## src/rtl/board_scan_receiver.sv

```systemverilog
`default_nettype none
// ============================================================================
//  Module      : board_scan_receiver
//  Description : Locks onto the raster-ordered board-scan beat stream, rebuilds
//                the 3x3 board image in a shadow register, and publishes a
//                coherent snapshot (with X/O counts) once per complete frame.
//  Revision    : 1.0 - initial release
// ============================================================================
module board_scan_receiver #(
    parameter int MAX_GAP = 4,
    parameter int GAP_W   = 3
) (
    input  logic        clk,
    input  logic        reset,
    input  logic        in_valid,
    input  logic [1:0]  row,
    input  logic [1:0]  col,
    input  logic [1:0]  xoro,
    output logic [17:0] board,
    output logic        frame_valid,
    output logic        changed,
    output logic [3:0]  x_count,
    output logic [3:0]  o_count,
    output logic        locked,
    output logic        seq_err
);

    localparam logic [0:0]       c_hunt    = 1'b0;
    localparam logic [0:0]       c_collect = 1'b1;
    localparam logic [GAP_W-1:0] c_max_gap = GAP_W'(MAX_GAP);
    localparam logic [1:0]       c_cell_x  = 2'b01;
    localparam logic [1:0]       c_cell_o  = 2'b10;

    logic [0:0]       r_state;
    logic [3:0]       r_exp;
    logic [GAP_W-1:0] r_gap;
    logic [17:0]      r_shadow;

    logic [3:0]  w_idx;
    logic        w_good;
    logic        w_first;
    logic [17:0] w_merged;

    // Counts cells of a board image holding the given code.
    function automatic logic [3:0] f_count(input logic [17:0] img, input logic [1:0] code);
        logic [3:0] n;
        n = 4'd0;
        for (int k = 0; k < 9; k++) begin
            if (img[2*k +: 2] == code) begin
                n = n + 4'd1;
            end
        end
        return n;
    endfunction

    // Decode the incoming beat: linear cell index, legality, and start-of-frame.
    always_comb begin
        w_idx   = ({2'b00, row} * 4'd3) + {2'b00, col};
        w_good  = in_valid && (row != 2'd3) && (col != 2'd3) && (xoro != 2'b11);
        w_first = w_good && (w_idx == 4'd0);
    end

    // Shadow image with the current beat's cell overwritten.
    always_comb begin
        w_merged = r_shadow;
        for (int k = 0; k < 9; k++) begin
            if (w_idx == 4'(k)) begin
                w_merged[2*k +: 2] = xoro;
            end
        end
    end

    // Scan-tracking state machine, shadow capture and frame commit.
    always_ff @(posedge clk) begin
        if (!reset) begin
            r_state     <= c_hunt;
            r_exp       <= 4'd0;
            r_gap       <= '0;
            r_shadow    <= 18'd0;
            board       <= 18'd0;
            frame_valid <= 1'b0;
            changed     <= 1'b0;
            x_count     <= 4'd0;
            o_count     <= 4'd0;
            locked      <= 1'b0;
            seq_err     <= 1'b0;
        end else begin
            frame_valid <= 1'b0;
            changed     <= 1'b0;
            seq_err     <= 1'b0;
            case (r_state)
                c_hunt: begin
                    // Only a clean cell-0 beat starts a frame; everything else is noise.
                    if (w_first) begin
                        r_shadow <= {16'd0, xoro};
                        r_exp    <= 4'd1;
                        r_gap    <= '0;
                        r_state  <= c_collect;
                    end
                end
                c_collect: begin
                    if (in_valid) begin
                        if (w_good && (w_idx == r_exp)) begin
                            r_gap    <= '0;
                            r_shadow <= w_merged;
                            if (r_exp == 4'd8) begin
                                // Last cell: publish the whole image atomically.
                                board       <= w_merged;
                                frame_valid <= 1'b1;
                                changed     <= (w_merged != board);
                                x_count     <= f_count(w_merged, c_cell_x);
                                o_count     <= f_count(w_merged, c_cell_o);
                                locked      <= 1'b1;
                                r_exp       <= 4'd0;
                                r_state     <= c_hunt;
                            end else begin
                                r_exp <= r_exp + 4'd1;
                            end
                        end else begin
                            seq_err <= 1'b1;
                            locked  <= 1'b0;
                            r_gap   <= '0;
                            if (w_first) begin
                                // A fresh cell-0 beat resynchronises without a HUNT detour.
                                r_shadow <= {16'd0, xoro};
                                r_exp    <= 4'd1;
                            end else begin
                                r_shadow <= 18'd0;
                                r_exp    <= 4'd0;
                                r_state  <= c_hunt;
                            end
                        end
                    end else if (r_gap == c_max_gap) begin
                        // One idle cycle beyond the tolerated gap aborts the frame.
                        seq_err  <= 1'b1;
                        locked   <= 1'b0;
                        r_gap    <= '0;
                        r_shadow <= 18'd0;
                        r_exp    <= 4'd0;
                        r_state  <= c_hunt;
                    end else begin
                        r_gap <= r_gap + 1'b1;
                    end
                end
                default: begin
                    r_state <= c_hunt;
                end
            endcase
        end
    end

endmodule
`default_nettype wire

```

## config.mk

```make
export PLATFORM = sky130hd
export DESIGN_NAME = board_scan_receiver
export DESIGN_NICKNAME = d
export VERILOG_FILES = /design/src/rtl/board_scan_receiver.sv
export SDC_FILE = /design/constraint.sdc
export NUM_CORES = 1
export LEC_CHECK = 0
export CORE_ASPECT_RATIO = 1.25
export CORE_MARGIN = 8
export CORE_UTILIZATION = 59
export CTS_CLUSTER_DIAMETER = 50
export CTS_CLUSTER_SIZE = 10
export DETAILED_ROUTE_END_ITERATION = 16
export GPL_TIMING_DRIVEN = 0
export MAX_ROUTING_LAYER = met4
export PLACE_DENSITY = 0.81
export SLEW_MARGIN = 10
export SYNTH_ARGS = -nofsm -noshare
export SYNTH_HDL_FRONTEND = slang
export SYNTH_SLANG_ARGS = --single-unit
```

## constraint.sdc

```tcl
create_clock -name clk -period 11.1 [get_ports clk]
set_clock_uncertainty 0.2 [all_clocks]
set_input_delay 2.775 -clock clk [delete_from_list [all_inputs] [get_ports clk]]
set_output_delay 2.775 -clock clk [all_outputs]
set_load 0.02 [all_outputs]
```

# Word level (Yosys, flattened, before mapping)
# Cells that the tools add are included.
# word_totals
ff_bits	56
latch_bits	0
ramBits	0
rom_bits	0
inputBits	9
out_inout_bits	30
wordCells	219
memories	0
# classes
addsub	19
mul	1
div_mod_pow	0
magnitude_cmp	0
n_eq_ne	36
shift	0
n_mux	138
n_bitwise	1
n_reduce_logical	13
# ops
operator	n
two-way mux 4 bit	101
two-way mux 18 bit	4
adder 4 x 1 -> 4 bit (second input constant)	17
case mux 18 bit (2 select lines)	1
two-way mux 2 bit	10
== test 2 x 1 -> 1 bit (second input constant)	9
== test 2 bit (second input constant)	9
inequality test 18 bit	1
== test 4 x 3 -> 1 bit (second input constant)	4
two-way mux 1 bit	16
two-way mux 3 bit	3
== test 4 x 2 -> 1 bit (second input constant)	2
== test 4 bit (second input constant)	2
inequality test 2 bit (second input constant)	4
case mux 4 bit (2 select lines)	1
AND reduction 4 bit	2
inequality test 3 x 2 -> 1 bit (second input constant)	2
case mux 3 bit (2 select lines)	1
logical AND 1 bit	5
AND reduction 5 bit	1
adder 4 x 2 -> 4 bit	1
== test 4 x 1 -> 1 bit (second input constant)	1
== test 4 bit	1
logical NOT 4 bit	1
other kinds (8)	9

# Logic depth before layout (Yosys ltp)
# logic_depth
ltp_word	62
ltp_mapped	32

# Worst setup path before layout
# Ideal clock, no wire load.
# synth_timing
path_type	input port to flip-flop
startpoint	input port row[0]
endpoint	register o_count[1]
t_arrival_ns	8.801
t_required_ns	10.772
setup_slack_ns	1.972
path_stages	32
cell_sequence	fa_1 > ha_1 > inv_1 > fa_1 > buf_2 > nand4b_2 > mux2i_1 > nand2b_1 > inv_1 > ha_1 > clkbuf_1 > xor2_1 > ha_1 > and2_1 > a21oi_1 > inv_1 > ha_1 > nor2_1 > nor2_1 > ha_1 > nand2_1 > o31ai_2 > ha_1 > mux2_2 > ha_1 > mux2i_1 > inv_1 > ha_1 > o21ai_0 > a21oi_1 > a21oi_1 > nor2_1
# synth_between
elab_chain_len	62
# synth_lines
item	line_no	text
start: declaration	16	input logic [1:0] row,
multiplier 2 x 2 -> 4 bit	58	w_idx = ({2'b00, row} * 4'd3) + {2'b00, col};
adder 4 x 2 -> 4 bit	58	
logical NOT 4 bit	67	if (w_idx == 4'(k)) begin
two-way mux 2 bit	67	
== test 2 bit	49	if (img[2*k +: 2] == code) begin
two-way mux 1 bit	49	
two-way mux 4 bit	106	if (r_exp == 4'd8) begin
two-way mux 4 bit	103	if (w_good && (w_idx == r_exp)) begin
[... 46 more ...]	--	
two-way mux 4 bit	49	
two-way mux 4 bit	106	
two-way mux 4 bit	103	
two-way mux 4 bit	102	if (in_valid) begin
two-way mux 4 bit	91	case (r_state)
two-way mux 4 bit	75	if (!reset) begin
adder 4 x 1 -> 4 bit	50	n = n + 4'd1;
two-way mux 4 bit	49	
end signal: assignment	112	o_count <= f_count(w_merged, c_cell_o);
end: declaration	23	output logic [3:0] o_count,
# Several ways; a longest one is shown, not always the timed one. The select of a mux whose other input is x is not followed.
# A chain may end at the register's enable or synchronous reset.

# Final worst setup path
# Same ends and word-level chain as after synthesis.

==> run summary <==
status -> complete, no violations
fmax -> 96.3 MHz
Least-Margin Pin Slew -> 0.806 ns
Top Ports -> 39
Buf/Inv on CP -> 7
Post-synth ARST share -> 0%
clock tree from TritonCTS -> yes
Fin. Hold Viols -> 0
grt ovf -> 0
Inserted Clock Buffers -> 5
Post-CTS Hold Buffers -> 0
DR vias -> 4,290
clk_lat worst skew -> 0.31 ns
power per cell area -> 92.6 nW/µm²
Final Slew Violations -> 0
Main synth FF type -> dfxtp_1
cell area after synthesis -> 4620 µm²
chip width -> 95.1 µm
Reg clk slew, reported paths -> 0.10 ns
dpl hpwl -> 9.50 mm
Initial Util -> 60.0%
crit-path max FO -> 10
remaining antenna violation count after routing -> 0
WP data arrival -> 10.38 ns
Yosys cell types -> 73
Worst path top cell family by delay -> adder cells
setup TNS -> 0 ns
port buffer count -> 38
Mean Syn Cell Area -> 8.20 µm²
Peak VDD IR -> 68.7 µV
most used cell, CP -> ha_1
H-tree level count -> 2
clk sinks -> 56
wire per inst -> 17.2 µm
YS warnings -> 0
Max Root-Sink Buffers -> 2
crit path time final -> 10.38 ns
CP endpoint kind -> flip-flop
post-CTS repair timing setup buffer count -> 0
Design Area, Final -> 5230 µm²
CP required -> 11.09 ns
drt pass-1 iters -> 5
clk root buf -> clkbuf_8
Hold Crit Class -> flip-flop to flip-flop
final worst-path cycle share -> 93.5%
Synth Register Bits -> 56
Syn Inst Count -> 563
Rows -> 36
largest net degree at the start of global routing -> 18
DP Cell Count -> 696
# setup viols final -> 0
max cap viols -> 0
Max stage delay on crit path -> 0.59 ns
Syn Nets -> 597
first-pass GRT wire length -> 20.3 mm
sequential area share after synthesis -> 24.3%
crit start category -> input pin
number of global-route vias before repair -> 4,215
n_diodes -> 0
Total GRT Usage -> 23.7%
routability cong. -> 0.933
Post-synth EDFFs -> 0
RSZ-0062 raised after global routing -> no
post_cts resized -> 0
total of fill cells in the finished design -> 665
Finished Layout Cells -> 704
Core ar. -> 7700 µm²
DP Area -> 5120 µm²
vias per std cell -> 6.09
die footprint -> 10,900 µm²
kind of critical path -> input pin to flip-flop
layout cells sized above 1 -> 6.90%
leakage power -> 1.90 nW
Residual DRC -> 0
Max transition margin -> 45.8%
Nets -> 642
initial antenna violation count -> 0
CP max stage cell -> fa_1
initial drt markers -> 379
DRT Wirelength -> 12.1 mm
Die Y-Extent -> 115 µm
area grow syn2layout -> 13.2%
-- worst reg2reg max path, stage by stage (launching register included) --
cell and delay [ns]:
dfxtp_1 0.33, mux2i_1 0.36, nand2b_1 0.21, inv_1 0.06
ha_1 0.26, clkbuf_1 0.36, xor2_1 0.20, ha_1 0.24
and2_1 0.14, a21oi_1 0.20, inv_1 0.07, ha_1 0.29
nor2_1 0.18, nor2_1 0.06, ha_1 0.28, nand2_1 0.07
o31ai_2 0.10, ha_1 0.32, mux2_2 0.28, ha_1 0.27
mux2i_1 0.39, inv_1 0.09, ha_1 0.27, o21ai_0 0.17
a21oi_1 0.08, a21oi_1 0.15, nor2_1 0.05
-- flip-flops by register name, summed over array words and instances, names as in the netlist --
name and flops:
seq_err 1, frame_valid 1, x_count 4, r_state 1, r_gap 3, r_shadow 18
o_count 4, changed 1, r_exp 4, board 18, locked 1
-- cells by family (layout without fill, tap and decap cells) --
family,after synthesis,in the layout,share of synthesized area (%)
buffers and inverters,52,98,5.20
flip-flops,56,56,24.3
adder cells (fa/ha/maj),25,25,7.10
multiplexers,42,42,9.75
AND/OR/NAND/NOR,217,217,25.5
AO/OA/AOI/OAI,108,108,15.1
XOR/XNOR,63,63,13.0
-- Yosys cell counts (3+ instances only) --
cell | instances | area (µm²)
inv_1 | 22 | 82.6
xor2_1 | 14 | 123
mux2i_1 | 33 | 330
clkbuf_1 | 16 | 60.1
nand4b_1 | 6 | 52.6
nand2b_1 | 14 | 87.6
nor2b_1 | 8 | 50.1
buf_6 | 3 | 33.8
buf_4 | 5 | 37.5
nor2_1 | 49 | 184
nor4_1 | 7 | 43.8
ha_1 | 23 | 288
nand4_1 | 3 | 18.8
nand2_1 | 57 | 214
xnor2_1 | 45 | 394
nor3_1 | 14 | 70.1
a31oi_1 | 4 | 25.0
dfxtp_1 | 56 | 1120
a21oi_1 | 23 | 115
o21ai_0 | 36 | 180
buf_2 | 3 | 15.0
o21ai_1 | 4 | 20.0
mux2_2 | 4 | 45.0
and2b_1 | 3 | 22.5
a211oi_1 | 21 | 158
nand3_1 | 12 | 60.1
nand3b_1 | 16 | 120
and2_1 | 3 | 18.8
nor3b_1 | 4 | 30.0
-- power breakdown --
part / internal (W) / switching [W] / total [W]
Combinational: 0.0000590 / 0.0000869 / 0.000146
Sequential: 0.000201 / 0.000000588 / 0.000202
Clock: 0.0000683 / 0.0000679 / 0.000136
-- final timing paths --
kind	start	to	slack (ns)	depth (start not counted)
min	x_count[2]	x_count[2]	0.26	2
max reg2reg	r_shadow[3]	o_count[1]	5.27	26
max	row[0]	o_count[1]	0.72	33
min reg2reg	x_count[2]	x_count[2]	0.26	2
-- stage by stage --
stage	hold WS [ns]	util (%)	power, W	setup slack, ns
final	0.259	67.9	0.000484	0.716
after floorplan	0.224	-	0.000319	1.97
after CTS	0.261	67.9	0.000485	0.799
after detailed placement	0.247	66.4	0.000350	0.507
after global placement	0.235	66.4	0.000345	0.742
after global routing	0.288	67.9	0.000506	0.351
-- final cells by class --
cell class	count	area, µm²	share of cell area (%)
Buffer	28	150	2.87
Multi-Input combinational cell	455	3260	62.3
Timing Repair Buffer	38	380	7.27
Clock buffer	6	72.6	1.39
Tap cell	95	119	2.27
Inverter	24	90.1	1.72
Sequential cell	56	1120	21.4
Clock inverter	2	38.8	0.742
-- routing by layer --
layer	global-route usage, %	vias to the layer above	routed length, µm
met3	2.35	34	404
met5	-	-	0
met1	26.8	2046	5050
met2	40.7	128	6190
li1	-	2082	-
met4	10.6	0	438
-- cell usage in the layout, fill, tap and decap left out, types with 3 or more instances in the layout --
cell and n:
a211oi_1 21, a21oi_1 23, a31oi_1 4, and2_1 3, and2b_1 3, buf_2 3
buf_4 5, buf_6 3, clkbuf_1 17, clkbuf_8 5, clkdlybuf4s50_1 38, dfxtp_1 56
ha_1 23, inv_1 22, mux2_2 4, mux2i_1 33, nand2_1 57, nand2b_1 14
nand3_1 12, nand3b_1 16, nand4_1 3, nand4b_1 6, nor2_1 49, nor2b_1 8
nor3_1 14, nor3b_1 4, nor4_1 7, o21ai_0 36, o21ai_1 4, xnor2_1 45
xor2_1 14
(Power assumes the default switching activity.)
